==> src/rtl/cpu_seq_pkg.sv <==
// Shared types and opcode constants for the cpu program sequencer.
package cpu_seq_pkg;

  typedef enum logic [2:0] {
    IDLE,
    FETCH,
    ISSUE,
    EXEC,
    DONE,
    ERROR
  } seq_state_t;

  localparam logic [2:0] OPC_ALU  = 3'b101;
  localparam logic [2:0] OPC_MOV  = 3'b110;
  localparam logic [2:0] OPC_HALT = 3'b111;

  function automatic logic is_halt(input logic [15:0] instr);
    return instr[15:13] == OPC_HALT;
  endfunction

endpackage

==> src/rtl/seq_prog_ram.sv <==
// Program RAM for the sequencer: one write port and a registered read port.
module seq_prog_ram #(
  parameter int DEPTH  = 16,
  parameter int ADDR_W = 4
) (
  input  logic              clk,
  input  logic              reset,
  input  logic              we,
  input  logic [ADDR_W-1:0] waddr,
  input  logic [15:0]       wdata,
  input  logic              re,
  input  logic [ADDR_W-1:0] raddr,
  output logic [15:0]       rdata
);

  logic [15:0] mem [DEPTH];

  // Storage itself is never reset so a program survives a reset.
  always_ff @(posedge clk) begin
    if (we) mem[waddr] <= wdata;
  end

  always_ff @(posedge clk) begin
    if (reset)   rdata <= '0;
    else if (re) rdata <= mem[raddr];
  end

endmodule

==> src/rtl/cpu_program_sequencer.sv <==
// Feeds a stored program to the cpu one instruction at a time over the in/load/s -> w handshake.
// Define PROG_HALT_EN to make a fetched 3'b111 opcode end the run without being issued.
module cpu_program_sequencer
  import cpu_seq_pkg::*;
#(
  parameter int  DEPTH   = 16,
  parameter int  TIMEOUT = 64,
  localparam int ADDR_W  = $clog2(DEPTH)
) (
  input  logic              clk,
  input  logic              reset,
  input  logic              prog_we,
  input  logic [ADDR_W-1:0] prog_addr,
  input  logic [15:0]       prog_wdata,
  input  logic              start,
  input  logic [ADDR_W:0]   prog_len,
  input  logic              cpu_w,
  input  logic [15:0]       cpu_out,
  input  logic [2:0]        cpu_nvz,
  output logic [15:0]       cpu_in,
  output logic              cpu_load,
  output logic              cpu_s,
  output logic              busy,
  output logic              done,
  output logic              err,
  output logic [ADDR_W-1:0] pc,
  output logic [ADDR_W:0]   issued,
  output logic [15:0]       last_out,
  output logic [2:0]        last_nvz
);

  localparam int TW = $clog2(TIMEOUT + 1);
  localparam logic [ADDR_W:0] DEPTH_LEN = (ADDR_W + 1)'(DEPTH);

  seq_state_t state_q, state_d;
  logic [ADDR_W:0] len_q;
  logic [ADDR_W:0] len_clamped;
  logic [TW-1:0]   timer_q;
  logic [15:0]     instr;
  logic            idle_like;
  logic            halt_word;
  logic            last_instr;
  logic            timed_out;

  assign idle_like   = (state_q == IDLE) || (state_q == DONE) || (state_q == ERROR);
  assign busy        = !idle_like;
  assign done        = (state_q == DONE);
  assign err         = (state_q == ERROR);
  assign cpu_in      = instr;
  assign len_clamped = (prog_len > DEPTH_LEN) ? DEPTH_LEN : prog_len;
  assign last_instr  = (issued + (ADDR_W + 1)'(1)) == len_q;
  assign timed_out   = timer_q == TW'(TIMEOUT - 1);

`ifdef PROG_HALT_EN
  assign halt_word = is_halt(instr);
`else
  assign halt_word = 1'b0;
`endif

  // Host writes are only accepted while no run is using the RAM.
  seq_prog_ram #(
    .DEPTH  (DEPTH),
    .ADDR_W (ADDR_W)
  ) u_ram (
    .clk   (clk),
    .reset (reset),
    .we    (prog_we && idle_like),
    .waddr (prog_addr),
    .wdata (prog_wdata),
    .re    (state_q == FETCH),
    .raddr (pc),
    .rdata (instr)
  );

  always_ff @(posedge clk) begin
    if (reset) state_q <= IDLE;
    else       state_q <= state_d;
  end

  always_comb begin
    state_d  = state_q;
    cpu_load = 1'b0;
    cpu_s    = 1'b0;
    case (state_q)
      IDLE, DONE, ERROR: begin
        if (start) state_d = (prog_len == '0) ? DONE : FETCH;
      end
      FETCH: state_d = ISSUE;
      ISSUE: begin
        if (halt_word) begin
          state_d = DONE;
        end else if (cpu_w) begin
          cpu_load = 1'b1;
          cpu_s    = 1'b1;
          state_d  = EXEC;
        end
      end
      EXEC: begin
        if (cpu_w)          state_d = last_instr ? DONE : FETCH;
        else if (timed_out) state_d = ERROR;
      end
      default: state_d = IDLE;
    endcase
  end

  // Run bookkeeping: counters, captured results and the EXEC watchdog.
  always_ff @(posedge clk) begin
    if (reset) begin
      pc       <= '0;
      issued   <= '0;
      len_q    <= '0;
      timer_q  <= '0;
      last_out <= '0;
      last_nvz <= '0;
    end else begin
      case (state_q)
        IDLE, DONE, ERROR: begin
          if (start) begin
            pc     <= '0;
            issued <= '0;
            len_q  <= len_clamped;
          end
        end
        ISSUE: timer_q <= '0;
        EXEC: begin
          if (cpu_w) begin
            last_out <= cpu_out;
            last_nvz <= cpu_nvz;
            issued   <= issued + (ADDR_W + 1)'(1);
            if (!last_instr) pc <= pc + ADDR_W'(1);
          end else begin
            timer_q <= timer_q + TW'(1);
          end
        end
        default: ;
      endcase
    end
  end

endmodule
==> config.mk <==
export PLATFORM = sky130hd
export DESIGN_NAME = cpu_program_sequencer
export DESIGN_NICKNAME = d
export VERILOG_FILES = /design/src/rtl/cpu_seq_pkg.sv /design/src/rtl/seq_prog_ram.sv /design/src/rtl/cpu_program_sequencer.sv
export SDC_FILE = /design/constraint.sdc
export NUM_CORES = 1
export LEC_CHECK = 0
export BUFFER_PORTS_ARGS = -buffer_cell sky130_fd_sc_hd__buf_2
export CAP_MARGIN = 10
export CORE_MARGIN = 3
export CORE_UTILIZATION = 45
export DETAILED_ROUTE_END_ITERATION = 12
export GPL_ROUTABILITY_DRIVEN = 0
export GPL_TIMING_DRIVEN = 0
export MAX_ROUTING_LAYER = met4
export PLACE_DENSITY = 0.67
export SLEW_MARGIN = 5
export SYNTH_ARGS = -nofsm -noshare
export SYNTH_HDL_FRONTEND = slang
export SYNTH_HIERARCHICAL = 1
export SYNTH_SLANG_ARGS = --single-unit
==> constraint.sdc <==
create_clock -name clk -period 9.35 [get_ports clk]
set_input_delay 0.4675 -clock clk [delete_from_list [all_inputs] [get_ports clk]]
set_output_delay 0.4675 -clock clk [all_outputs]
set_load 0.05 [all_outputs]
==> run_summary.xml <==
<?xml version="1.0" encoding="UTF-8"?>
<metrics>
  <group name="final_layout">
    <metric name="area_growth" unit="%">18.5</metric>
    <metric name="final_nets" unit="">1059</metric>
    <metric name="final_cell_mix" unit="">sky130_fd_sc_hd__edfxtp_1, sky130_fd_sc_hd__mux2i_1, sky130_fd_sc_hd__buf_2, sky130_fd_sc_hd__nand2_1, sky130_fd_sc_hd__dfxtp_1</metric>
    <metric name="final_util" unit="">0.547</metric>
    <metric name="final_common_cell" unit="">sky130_fd_sc_hd__edfxtp_1</metric>
    <metric name="fraction_of_final_layout_cells_sized_beyond_drive_strength_1" unit="">0.207</metric>
  </group>
  <group name="route">
    <metric name="detail_route.wl_per_cell" unit="um">21.0</metric>
    <metric name="wirelength" unit="mm">29.6</metric>
    <metric name="post_drt_via_cell_ratio" unit="">5.48</metric>
    <metric name="via_count" unit="">7725</metric>
    <metric name="drt_first_pass_iters" unit="">6</metric>
    <metric name="route.antenna.remaining_nets" unit="">0</metric>
    <metric name="drt_first_iter_violations" unit="">572</metric>
    <metric name="drt_drc_violations_left" unit="">0</metric>
  </group>
  <group name="setup_path">
    <metric name="top_fanout_value_on_the_critical_path" unit="">10</metric>
    <metric name="start_kind" unit="">register</metric>
    <metric name="worstPathArrival" unit="ns">3.20</metric>
    <metric name="critical_path_sink_type" unit="">register</metric>
    <metric name="setup.worst_path.class" unit="">register to register</metric>
    <metric name="worstPathRequired" unit="ns">9.61</metric>
  </group>
  <group name="yosys">
    <metric name="syn-num-nets" unit="">915</metric>
    <metric name="yosys.cell_types.count" unit="">55</metric>
    <metric name="synthFlopType" unit="">sky130_fd_sc_hd__edfxtp_1</metric>
    <metric name="synth-seq-cells" unit="">315</metric>
    <metric name="synth_async_sr_flop_share" unit="">0</metric>
    <metric name="ys.warnings.count" unit="">6</metric>
    <metric name="synthesis.area_per_instance" unit="sq um">14.6</metric>
    <metric name="synth_enable_flop_cells" unit="">256</metric>
    <metric name="syn_inst" unit="">863</metric>
    <metric name="synthesis.area" unit="sq um">12600</metric>
    <metric name="seq_area_frac_synth" unit="">0.705</metric>
  </group>
  <group name="grt">
    <metric name="overflow" unit="">0</metric>
    <metric name="grt_max_degree" unit="">17</metric>
    <metric name="first_pass_grt_wire_length" unit="mm">45.2</metric>
    <metric name="first_global_vias" unit="">7723</metric>
    <metric name="global_route_usage_over_all_layers" unit="">0.199</metric>
    <metric name="grt_antenna_before_repair" unit="">4</metric>
  </group>
  <group name="sta">
    <metric name="timing_hold_violations_final" unit="">0</metric>
    <metric name="setup_viol_count_final" unit="">0</metric>
    <metric name="grt_setup_unrepaired" unit="">no</metric>
    <metric name="final-max-slew-violation-count" unit="">0</metric>
    <metric name="final.setup.tns" unit="ns">0</metric>
    <metric name="clock_skews" unit="ns">0.0233</metric>
    <metric name="final_cycle_utilization_of_the_critical_path" unit="">0.315</metric>
    <metric name="max_slew_margin" unit="">0.441</metric>
    <metric name="time_the_final_worst_path_needs_with_i_o_delays_and_setup" unit="ns">2.94</metric>
    <metric name="transition_time_at_the_pin_with_the_least_slew_margin" unit="ns">0.834</metric>
    <metric name="fmaxAchievable" unit="GHz">0.340</metric>
  </group>
  <group name="pwr">
    <metric name="pd_cells" unit="nW/um^2">227</metric>
    <metric name="clk_network_pwr_share" unit="">0.396</metric>
    <metric name="netSwitchingPower" unit="uW">879</metric>
    <metric name="sequential_share_of_power" unit="">0.474</metric>
    <metric name="netSwitchingFraction" unit="">0.260</metric>
    <metric name="ir_drop" unit="uV">176</metric>
    <metric name="static-leakage-power" unit="uW">0.00497</metric>
    <metric name="internal_power" unit="uW">2500</metric>
    <metric name="comb_power_share" unit="">0.130</metric>
  </group>
  <group name="clocking">
    <metric name="post_cts_buffers" unit="">0</metric>
    <metric name="clk_pin_slew_worst_paths" unit="ns">0.06</metric>
    <metric name="tritoncts.num_buffers" unit="">30</metric>
    <metric name="max-clock-path-buffers" unit="">3</metric>
    <metric name="clock_tree.htree_level_count" unit="">1</metric>
    <metric name="cts.sinks" unit="">315</metric>
    <metric name="later_pin_clock_latency_in_the_skew_report" unit="ns">0.56</metric>
    <metric name="root_buffer" unit="">sky130_fd_sc_hd__clkbuf_16</metric>
    <metric name="hold_buffer_count_at_cts" unit="">0</metric>
    <metric name="cts_tree" unit="">done</metric>
    <metric name="cts_resized" unit="">0</metric>
  </group>
  <group name="floorplan">
    <metric name="dieArea" unit="sq um">30000</metric>
    <metric name="floorplan.initialDensity" unit="">0.462</metric>
    <metric name="fp-row-count" unit="">60</metric>
    <metric name="placeableCoreArea" unit="sq um">27300</metric>
    <metric name="die_w" unit="um">173</metric>
    <metric name="num_io_pins" unit="">98</metric>
    <metric name="die_h" unit="um">173</metric>
  </group>
  <group name="placement">
    <metric name="numPortBuffers" unit="">96</metric>
    <metric name="dpl.hpwl" unit="mm">19.7</metric>
  </group>
  <group name="run">
    <metric name="timing.max_cap.violations" unit="">0</metric>
  </group>
  <group name="worst_hold_path">
    <metric name="worstHoldPathType" unit="">input pin to register</metric>
  </group>
  <group name="status">
    <metric name="outcome" unit="">finished clean</metric>
  </group>
</metrics>
layout make-up:
class	count	area (sq um)
timing repair buffer	112	683
antenna	6	15.0
clock inverter	22	339
fill	2215	12300
clock buffer	34	776
sequential	315	8870
multi-input combinational	494	3380
buffer	47	363
inverter	7	26.3
tap	372	465
worst paths after layout:
kind	from	slack, ns	cells past startpoint	end
max reg2reg	state_q[1]$_SDFFE_PP0P_	6.41	6	u_ram/mem[0][10]$_DFFE_PP_
min	cpu_out[4]	0.15	3	last_out[4]$_SDFFE_PP0P_
max	state_q[1]$_SDFFE_PP0P_	6.41	6	u_ram/mem[0][10]$_DFFE_PP_
min reg2reg	last_out[3]$_SDFFE_PP0P_	0.45	2	last_out[3]$_SDFFE_PP0P_
state kept, by name, indices dropped and copies added, names as in the netlist:
register / flops
state_q: 3
issued: 5
timer_q: 7
u_ram/mem: 256
len_q: 5
last_out: 16
last_nvz: 3
pc: 4
u_ram/rdata: 16
cell families after synthesis:
group                      synth area share
and+or+nand+nor                      0.0857
buffers and inverters                0.0309
AOI/OAI and AO/OA                    0.0665
muxes                                 0.102
xor gates and xnor gates            0.00756
DFF                                   0.705
adders and majority gates           0.00298
through the flow:
| step | total power [uW] | area, sq um | instances | worst slack [ns] | hold WS, ns |
|---|---|---|---|---|---|
| 2_1_floorplan | 1910 | 12600 | 863 | 6.41 | 0.444 |
| 3_3_place_gp | 2050 | 13500 | 1331 | 5.24 | 0.434 |
| 3_5_place_dp | 2070 | 13800 | 1347 | 6.44 | 0.439 |
| 4_1_cts | 3400 | 14900 | 1403 | 6.45 | 0.135 |
| 5_1_grt | 3500 | 14900 | 1407 | 6.26 | 0.139 |
| 6_report | 3380 | 14900 | 1409 | 6.41 | 0.151 |
power by group through the flow:
stage | Clock, uW | Combinational (uW) | Sequential [uW]
finish | 1340 | 438 | 1600
global route | 1420 | 470 | 1610
CTS | 1360 | 438 | 1600
detailed placement | 0 | 434 | 1630
global placement | 0 | 420 | 1630
floorplan | 0 | 198 | 1710
worst max-delay path, stage by stage (launching register included):
cell and delay [ns]:
sky130_fd_sc_hd__dfxtp_1 0.36, sky130_fd_sc_hd__clkbuf_1 0.23, sky130_fd_sc_hd__nor2_1 0.25, sky130_fd_sc_hd__and2_1 0.30, sky130_fd_sc_hd__or3b_2 0.56, sky130_fd_sc_hd__nor3_2 0.58, sky130_fd_sc_hd__buf_4 0.35
Yosys cell counts, drive strengths merged, types with 2 or more instances:
cell type  number  area share
o22ai           2     0.00099
nand2          91       0.027
a221oi          2      0.0014
nand3          55       0.022
xnor2           4      0.0034
clkbuf         21      0.0063
dfxtp          59       0.094
nor3            8      0.0032
or4             2      0.0012
ha              3      0.0030
buf            26       0.023
o21ai           5      0.0020
nor3b           2      0.0021
nand2b          7      0.0035
nor2           34       0.010
nor2b           4      0.0020
mux2i         128        0.10
inv             7      0.0021
a21oi          50       0.020
a22oi          50       0.030
nand3b          9      0.0054
edfxtp        256        0.61
o21bai          2      0.0012
xor2            6      0.0042
and2            3      0.0015
and3            4      0.0020
nor4            2     0.00099
nand4           2     0.00099
metal layers:
layer  track usage  up-vias  share of wire
met1         0.268     3889           0.43
met4        0.0581        0          0.026
met3        0.0258       48          0.050
met2         0.322      225           0.49
li1              -     3563              -
met5             -        -              0
Note: power is estimated with default switching activity, not from simulation.
